$ cat src/rtl/ss_seq_pkg.sv
// Save-state sequencer shared definitions.
// State encodings and bus widths for the mapper save-state port.
package ss_seq_pkg;

    localparam int BW_SS_ADDR = 8;
    localparam int BW_SS_DAT  = 8;

    typedef enum logic [2:0] {
        SS_ST_IDLE     = 3'd0,
        SS_ST_S_SET    = 3'd1,
        SS_ST_S_PUSH   = 3'd2,
        SS_ST_L_PULL   = 3'd3,
        SS_ST_L_STB_HI = 3'd4,
        SS_ST_L_STB_LO = 3'd5,
        SS_ST_FIN      = 3'd6
    } ss_state_t;

    // Last walked address for a given pass length (1..256).
    function automatic logic [BW_SS_ADDR-1:0] ss_last(input int len);
        return BW_SS_ADDR'(len - 1);
    endfunction

endpackage

$ cat src/rtl/ss_seq.sv
// Save-state sequencer: walks mapper state addresses,
// streaming bytes out on save and writing bytes in on load.
module ss_seq
    import ss_seq_pkg::*;
#(
    parameter int SS_LEN  = 256,
    parameter int RD_WAIT = 2,
    parameter int WE_HOLD = 2
) (
    input  logic                  clk,
    input  logic                  rst_n,
    input  logic                  save_req,
    input  logic                  load_req,
    input  logic                  abort,
    output logic                  busy,
    output logic                  done,
    output logic                  err,
    output logic                  ss_act,
    output logic                  ss_we,
    output logic                  ss_m2,
    output logic [BW_SS_ADDR-1:0] ss_addr,
    output logic [BW_SS_DAT-1:0]  ss_wdat,
    input  logic [BW_SS_DAT-1:0]  ss_rdat,
    output logic [BW_SS_DAT-1:0]  tx_dat,
    output logic                  tx_vld,
    input  logic                  tx_rdy,
    input  logic [BW_SS_DAT-1:0]  rx_dat,
    input  logic                  rx_vld,
    output logic                  rx_rdy
);

    localparam logic [BW_SS_ADDR-1:0] LAST = ss_last(SS_LEN);
    localparam logic [7:0] RD_END = 8'(RD_WAIT);
    // A zero hold still gives one high cycle so the mapper sees an edge.
    localparam logic [7:0] WE_END = 8'((WE_HOLD > 0) ? WE_HOLD - 1 : 0);

    ss_state_t             state, state_nx;
    logic [BW_SS_ADDR-1:0] addr, addr_nx;
    logic [7:0]            wcnt, wcnt_nx;
    logic [BW_SS_DAT-1:0]  txd, txd_nx;
    logic [BW_SS_DAT-1:0]  wdat, wdat_nx;
    logic                  err_q, err_nx;
    logic                  abort_hit;

    // Sequencer registers: state, address, shared wait counter, data.
    always_ff @(posedge clk or negedge rst_n) begin
        if (!rst_n) begin
            state <= SS_ST_IDLE;
            addr  <= '0;
            wcnt  <= '0;
            txd   <= '0;
            wdat  <= '0;
            err_q <= 1'b0;
        end else begin
            state <= state_nx;
            addr  <= addr_nx;
            wcnt  <= wcnt_nx;
            txd   <= txd_nx;
            wdat  <= wdat_nx;
            err_q <= err_nx;
        end
    end

    // Next-state and port decode; outputs follow the current state.
    always_comb begin
        state_nx = state;
        addr_nx  = addr;
        wcnt_nx  = wcnt;
        txd_nx   = txd;
        wdat_nx  = wdat;
        err_nx   = 1'b0;
        busy     = 1'b0;
        done     = 1'b0;
        ss_act   = 1'b0;
        ss_we    = 1'b0;
        ss_m2    = 1'b0;
        tx_vld   = 1'b0;
        rx_rdy   = 1'b0;
        // A completed pass in FIN is not turned into an error.
        abort_hit = abort
                 && (state != SS_ST_IDLE)
                 && (state != SS_ST_FIN);

        unique case (state)
            SS_ST_IDLE: begin
                if (save_req) begin
                    state_nx = SS_ST_S_SET;
                    addr_nx  = '0;
                    wcnt_nx  = '0;
                end else if (load_req) begin
                    state_nx = SS_ST_L_PULL;
                    addr_nx  = '0;
                    wcnt_nx  = '0;
                end
            end
            SS_ST_S_SET: begin
                busy   = 1'b1;
                ss_act = 1'b1;
                if (wcnt == RD_END) begin
                    txd_nx   = ss_rdat;
                    state_nx = SS_ST_S_PUSH;
                end else begin
                    wcnt_nx = wcnt + 8'd1;
                end
            end
            SS_ST_S_PUSH: begin
                busy   = 1'b1;
                ss_act = 1'b1;
                tx_vld = 1'b1;
                if (tx_rdy) begin
                    wcnt_nx = '0;
                    if (addr == LAST) begin
                        state_nx = SS_ST_FIN;
                    end else begin
                        addr_nx  = addr + 1'b1;
                        state_nx = SS_ST_S_SET;
                    end
                end
            end
            SS_ST_L_PULL: begin
                busy   = 1'b1;
                ss_act = 1'b1;
                rx_rdy = 1'b1;
                if (rx_vld) begin
                    wdat_nx  = rx_dat;
                    wcnt_nx  = '0;
                    state_nx = SS_ST_L_STB_HI;
                end
            end
            SS_ST_L_STB_HI: begin
                busy   = 1'b1;
                ss_act = 1'b1;
                ss_we  = 1'b1;
                ss_m2  = 1'b1;
                if (wcnt == WE_END) begin
                    state_nx = SS_ST_L_STB_LO;
                end else begin
                    wcnt_nx = wcnt + 8'd1;
                end
            end
            SS_ST_L_STB_LO: begin
                // m2 has fallen: the mapper write is done; hold we one cycle.
                busy   = 1'b1;
                ss_act = 1'b1;
                ss_we  = 1'b1;
                if (addr == LAST) begin
                    state_nx = SS_ST_FIN;
                end else begin
                    addr_nx  = addr + 1'b1;
                    state_nx = SS_ST_L_PULL;
                end
            end
            SS_ST_FIN: begin
                done     = 1'b1;
                ss_act   = 1'b1;
                state_nx = SS_ST_IDLE;
            end
            default: begin
                state_nx = SS_ST_IDLE;
            end
        endcase

        if (abort_hit) begin
            state_nx = SS_ST_IDLE;
            err_nx   = 1'b1;
        end
    end

    assign err     = err_q;
    assign ss_addr = addr;
    assign ss_wdat = wdat;
    assign tx_dat  = txd;

endmodule
$ cat config.mk
export PLATFORM = sky130hd
export DESIGN_NAME = ss_seq
export DESIGN_NICKNAME = d
export VERILOG_FILES = /design/src/rtl/ss_seq_pkg.sv /design/src/rtl/ss_seq.sv
export SDC_FILE = /design/constraint.sdc
export NUM_CORES = 1
export LEC_CHECK = 0
export ABC_AREA = 1
export ABC_CLOCK_PERIOD_IN_PS = 1400
export BUFFER_PORTS_ARGS = -buffer_cell sky130_fd_sc_hd__buf_2
export CORE_MARGIN = 1
export CORE_UTILIZATION = 47
export DETAILED_ROUTE_END_ITERATION = 10
export GPL_TIMING_DRIVEN = 0
export PLACE_DENSITY = 0.76
export SETUP_SLACK_MARGIN = 0.5
export SLEW_MARGIN = 20
export SYNTH_ARGS = -nofsm -noshare
export SYNTH_HDL_FRONTEND = slang
export SYNTH_SLANG_ARGS = --single-unit
$ cat constraint.sdc
create_clock -name clk -period 1.4 [get_ports clk]
set_input_delay 0.42 -clock clk [delete_from_list [all_inputs] [get_ports clk]]
set_output_delay 0.42 -clock clk [all_outputs]
set_load 0.01 [all_outputs]
==> run summary <==
The run finished, with violations left. The checks that failed: negative setup slack. The final route contains 1984 vias. The setup slack of the critical path after layout is -0.287 ns. The estimated wirelength of the detail-placed design came out at 3250 µm. The per-cell routed wire length is 14.3 µm.

The final hold slack is approximately 0.12 ns. The endpoint class of the critical path is an output pin. The synthesis-to-layout area growth is 48.0%. The clock buffer count from CTS is 5. Internal power comes to 3350 µW. In this run the worst path has a maximum fanout of 3. The final setup violation count came out at 34.

The met1 global-route usage came out at 30.6%. The critical path launch point type is a flip-flop. Sequential cells burn 28.5% of the power. The routing usage on met2 came out at 42.6%. The slew at the pin closest to its max-slew limit came out at 0.514 ns. After detailed routing, the number of vias per cell comes to approximately 5.2. The worst setup path is of the reg -> out kind.

The first global-routing pass estimated 8670 µm of wire. The number of nets at the end of the flow came out at 358. The number of port buffers is between 50 and 60.

The power share of the combinational group is 59.3%. The end of the worst register-to-register path is wcnt[7]. Counting cells, the worst reg-to-reg path comes to 11. The total track usage is between 20% and 30%.

The utilization after layout came out at 73.9%. The worst hold path belongs to the class in -> async. The reg2reg setup slack is -0.21 ns. The slowest stage of the critical path is the sky130_fd_sc_hd__dfrtp_2 cell. The antenna diode count is 0. The die is 67.7 µm tall. The number of buffers between clock root and the deepest sink came out at 2.

Traced cell by cell, the critical path runs through buf_12 -> ha_4 -> nand2_2 -> buf_6. The worst endpoint data arrival time came out at 1.27 ns. In the layout the commonest cells are 46 x sky130_fd_sc_hd__nand2_1, 44 x sky130_fd_sc_hd__buf_2, 27 x sky130_fd_sc_hd__dfrtp_1, 24 x sky130_fd_sc_hd__buf_4, 19 x sky130_fd_sc_hd__buf_6. The number of warnings reported in the yosys synthesis log is 0. The final number of max-transition violations is 0.

The synthesized area divided by synthesized cell count is 8.66 µm². In this run the number of cells on the critical path is 4. In this run the most used layer during global routing was met2. The longest individual stage delay on the worst path came out at 0.44 ns. The clock transition time at the flip-flop clock pins of the worst setup and hold paths is 0.07 ns. The overall routed net length is 5440 µm. The period utilization came out at 120%. Sorting the synthesized cells by area gives the leading types as sky130_fd_sc_hd__dfrtp_1 44%, sky130_fd_sc_hd__nand2_1 11%, sky130_fd_sc_hd__mux2_2 8.9%. Across the routed clock network, the largest skew measured is 0.00349 ns. Clock tree synthesis selected as its root buffer the cell sky130_fd_sc_hd__clkbuf_8. Setup repair after global routing could not meet its margin everywhere. TritonCTS built the clock tree.

The leakage power summed over all cells is 0.00151 µW. Yosys mapped the design onto 30 distinct sky130hd cell types. The initial antenna violation count came out at 0. The sequential cell area fraction in the yosys report came out at 44.4%.

The share of synthesized area in the top cell type comes to around 44%. The sink count of the clock tree came out at 36. For this block, the initial DRC count from the detailed router was around 160. The number of cells produced by synthesis came out at about 230. At the end of routability-driven placement, the weighted congestion stood at between 0.8 and 0.9. The clock period minus worst slack came out at 1.69 ns. Data on the critical path is required at its endpoint by about 0.98 ns.

The floorplan step defined a die boundary enclosing 0.00458 mm². The most common cell after layout, fill and taps aside is sky130_fd_sc_hd__nand2_1. Across the VDD grid, the largest voltage drop is 1340 µV. The cell area after synthesis came out at 0.00203 mm². The number of cell rows came out at 23. The switching portion of total power is 42.5%. The most critical setup path has its startpoint at state[2]. The total core area came out at between 0.004 and 0.005 mm². The effective utilization at floorplan is about half. The number of nets produced by synthesis came out at 263. The startpoint identified for the worst register-to-register timing path is state[1]. The share of post-route cells with drive strength above 1 came out at 53.5%. The analysis attributes to net switching a power of around 2500 µW. The H-tree was split into 2 levels. The global route total overflow is 0.

The via count of the first global-routing pass is 1977. The clock reaches the later pin of the worst-skew pair after 0.28 ns. The iteration count of the initial detailed-routing pass is 4. The max-cap check violation count came out at 0.

The number of buffer and inverter stages on the critical path is 2. The headroom to the max-slew limit is 65.8%. The I/O pin count is 55. In the global route stage, met3 resource usage came out at ~7.4%.

The detailed-route DRC error count is 0. The highest clock rate came out at 0.593 GHz. The largest net degree at the start of global routing came out at 37. The aggregate negative setup slack is -5.07 ns. The count of endpoints failing hold in the final timing report is 0. The power density over the cells is between 1500 and 2000 mW/mm².

The largest area contributor in the netlist is sky130_fd_sc_hd__dfrtp_1. Per report_power, the clock group accounts for 12.2% of the total. The post-cts hold buffer count came out at 0. Following the worst setup path forward leads to its endpoint at busy. The final antenna-violating net count came out at 0. The total power after layout is 5820 µW. The register bit count reported by yosys came out at 36. In this design, the largest share of critical-path delay is due to flip-flops. The horizontal die dimension came out at ~68 µm.
==> stage by stage <==
stage	cells	setup slack [ns]	instance area (µm²)
2_1_floorplan	234	-0.0348	2080
3_3_place_gp	338	-0.248	2420
3_5_place_dp	338	-0.282	2420
4_1_cts	377	-0.290	2930
5_1_grt	379	-0.327	3000
6_report	379	-0.287	3000
==> per-layer routing <==
| metal | routed length [µm] | part of all wire [%] |
|---|---|---|
| met1 | 2230 | 41 |
| met2 | 2780 | 51 |
| met3 | 345 | 6.3 |
| met4 | 80 | 1.5 |
| met5 | 0 | 0 |
==> kinds of logic (layout without fill, tap and decap cells) <==
kind of cell | count (synthesis) | in the layout | synth area share [%]
compound gates | 22 | 22 | 6.42
xor+xnor | 6 | 6 | 2.59
fa+ha+maj | 6 | 6 | 3.70
buf+inv | 24 | 119 | 4.81
flops | 36 | 36 | 44.4
mux | 16 | 16 | 8.89
simple gates | 124 | 124 | 29.1
==> worst min-delay path by stage <==
stage | from | end | slack [ns]
global route | rst_n | tx_dat[2] | 0.16
detailed placement | ss_wdat[3] | ss_wdat[3] | 0.49
floorplan | rst_n | err | 0.12
CTS | rst_n | wcnt[7] | 0.25
global placement | ss_wdat[3] | ss_wdat[3] | 0.48
finish | rst_n | tx_dat[2] | 0.12
==> power groups by stage <==
stage	clock [µW]	combinational, µW	sequential, µW
after global routing	759	3750	1700
after detailed placement	0	2290	1700
final	711	3450	1660
after CTS	723	3240	1650
after global placement	0	2230	1680
after floorplan	0	1470	1780
==> sequential cells by signal, summed over array words and instances, names as in the netlist <==
signal	flops
wcnt	8
tx_dat	8
ss_addr	8
state	3
ss_wdat	8
err	1
==> synth_stat cells <==
cell	count
sky130_fd_sc_hd__or2_2	1
sky130_fd_sc_hd__nand2_1	61
sky130_fd_sc_hd__o21ai_0	6
sky130_fd_sc_hd__nand3_1	19
sky130_fd_sc_hd__ha_1	6
sky130_fd_sc_hd__inv_1	17
sky130_fd_sc_hd__o21ai_2	1
sky130_fd_sc_hd__a21oi_2	1
sky130_fd_sc_hd__dfrtp_1	36
sky130_fd_sc_hd__o211ai_1	1
sky130_fd_sc_hd__a21oi_1	4
sky130_fd_sc_hd__nor3b_1	1
sky130_fd_sc_hd__mux2_2	16
sky130_fd_sc_hd__nand4_1	2
sky130_fd_sc_hd__o21ai_1	6
sky130_fd_sc_hd__nor2_1	20
sky130_fd_sc_hd__nand3_2	2
sky130_fd_sc_hd__xnor2_1	2
sky130_fd_sc_hd__nand3b_1	3
sky130_fd_sc_hd__or2_0	1
sky130_fd_sc_hd__xor2_1	4
sky130_fd_sc_hd__nor3_1	1
sky130_fd_sc_hd__buf_6	1
sky130_fd_sc_hd__a31o_2	2
sky130_fd_sc_hd__inv_2	6
sky130_fd_sc_hd__nor2_2	1
sky130_fd_sc_hd__nand2_4	3
sky130_fd_sc_hd__nor2_4	3
sky130_fd_sc_hd__o21bai_1	1
sky130_fd_sc_hd__nand2_2	6
==> cell type report <==
class | count | area, µm²
buffer | 1 | 11.3
clock buffer | 5 | 68.8
clock inverter | 2 | 12.5
fill | 286 | 1060
inverter | 23 | 93.8
multi-input combinational | 174 | 1210
sequential | 36 | 912
tap | 50 | 62.6
timing repair buffer | 88 | 631
==> what timing repair did <==
action                                  CTS  global route
endpoints found under the hold margin     0             0
endpoints found under the setup margin   68            75
setup buffers                            31             2
pin swaps                                10             4
gates resized for setup                  44            19
cloned                                    1             0
Power figures use the tool's default switching activity.
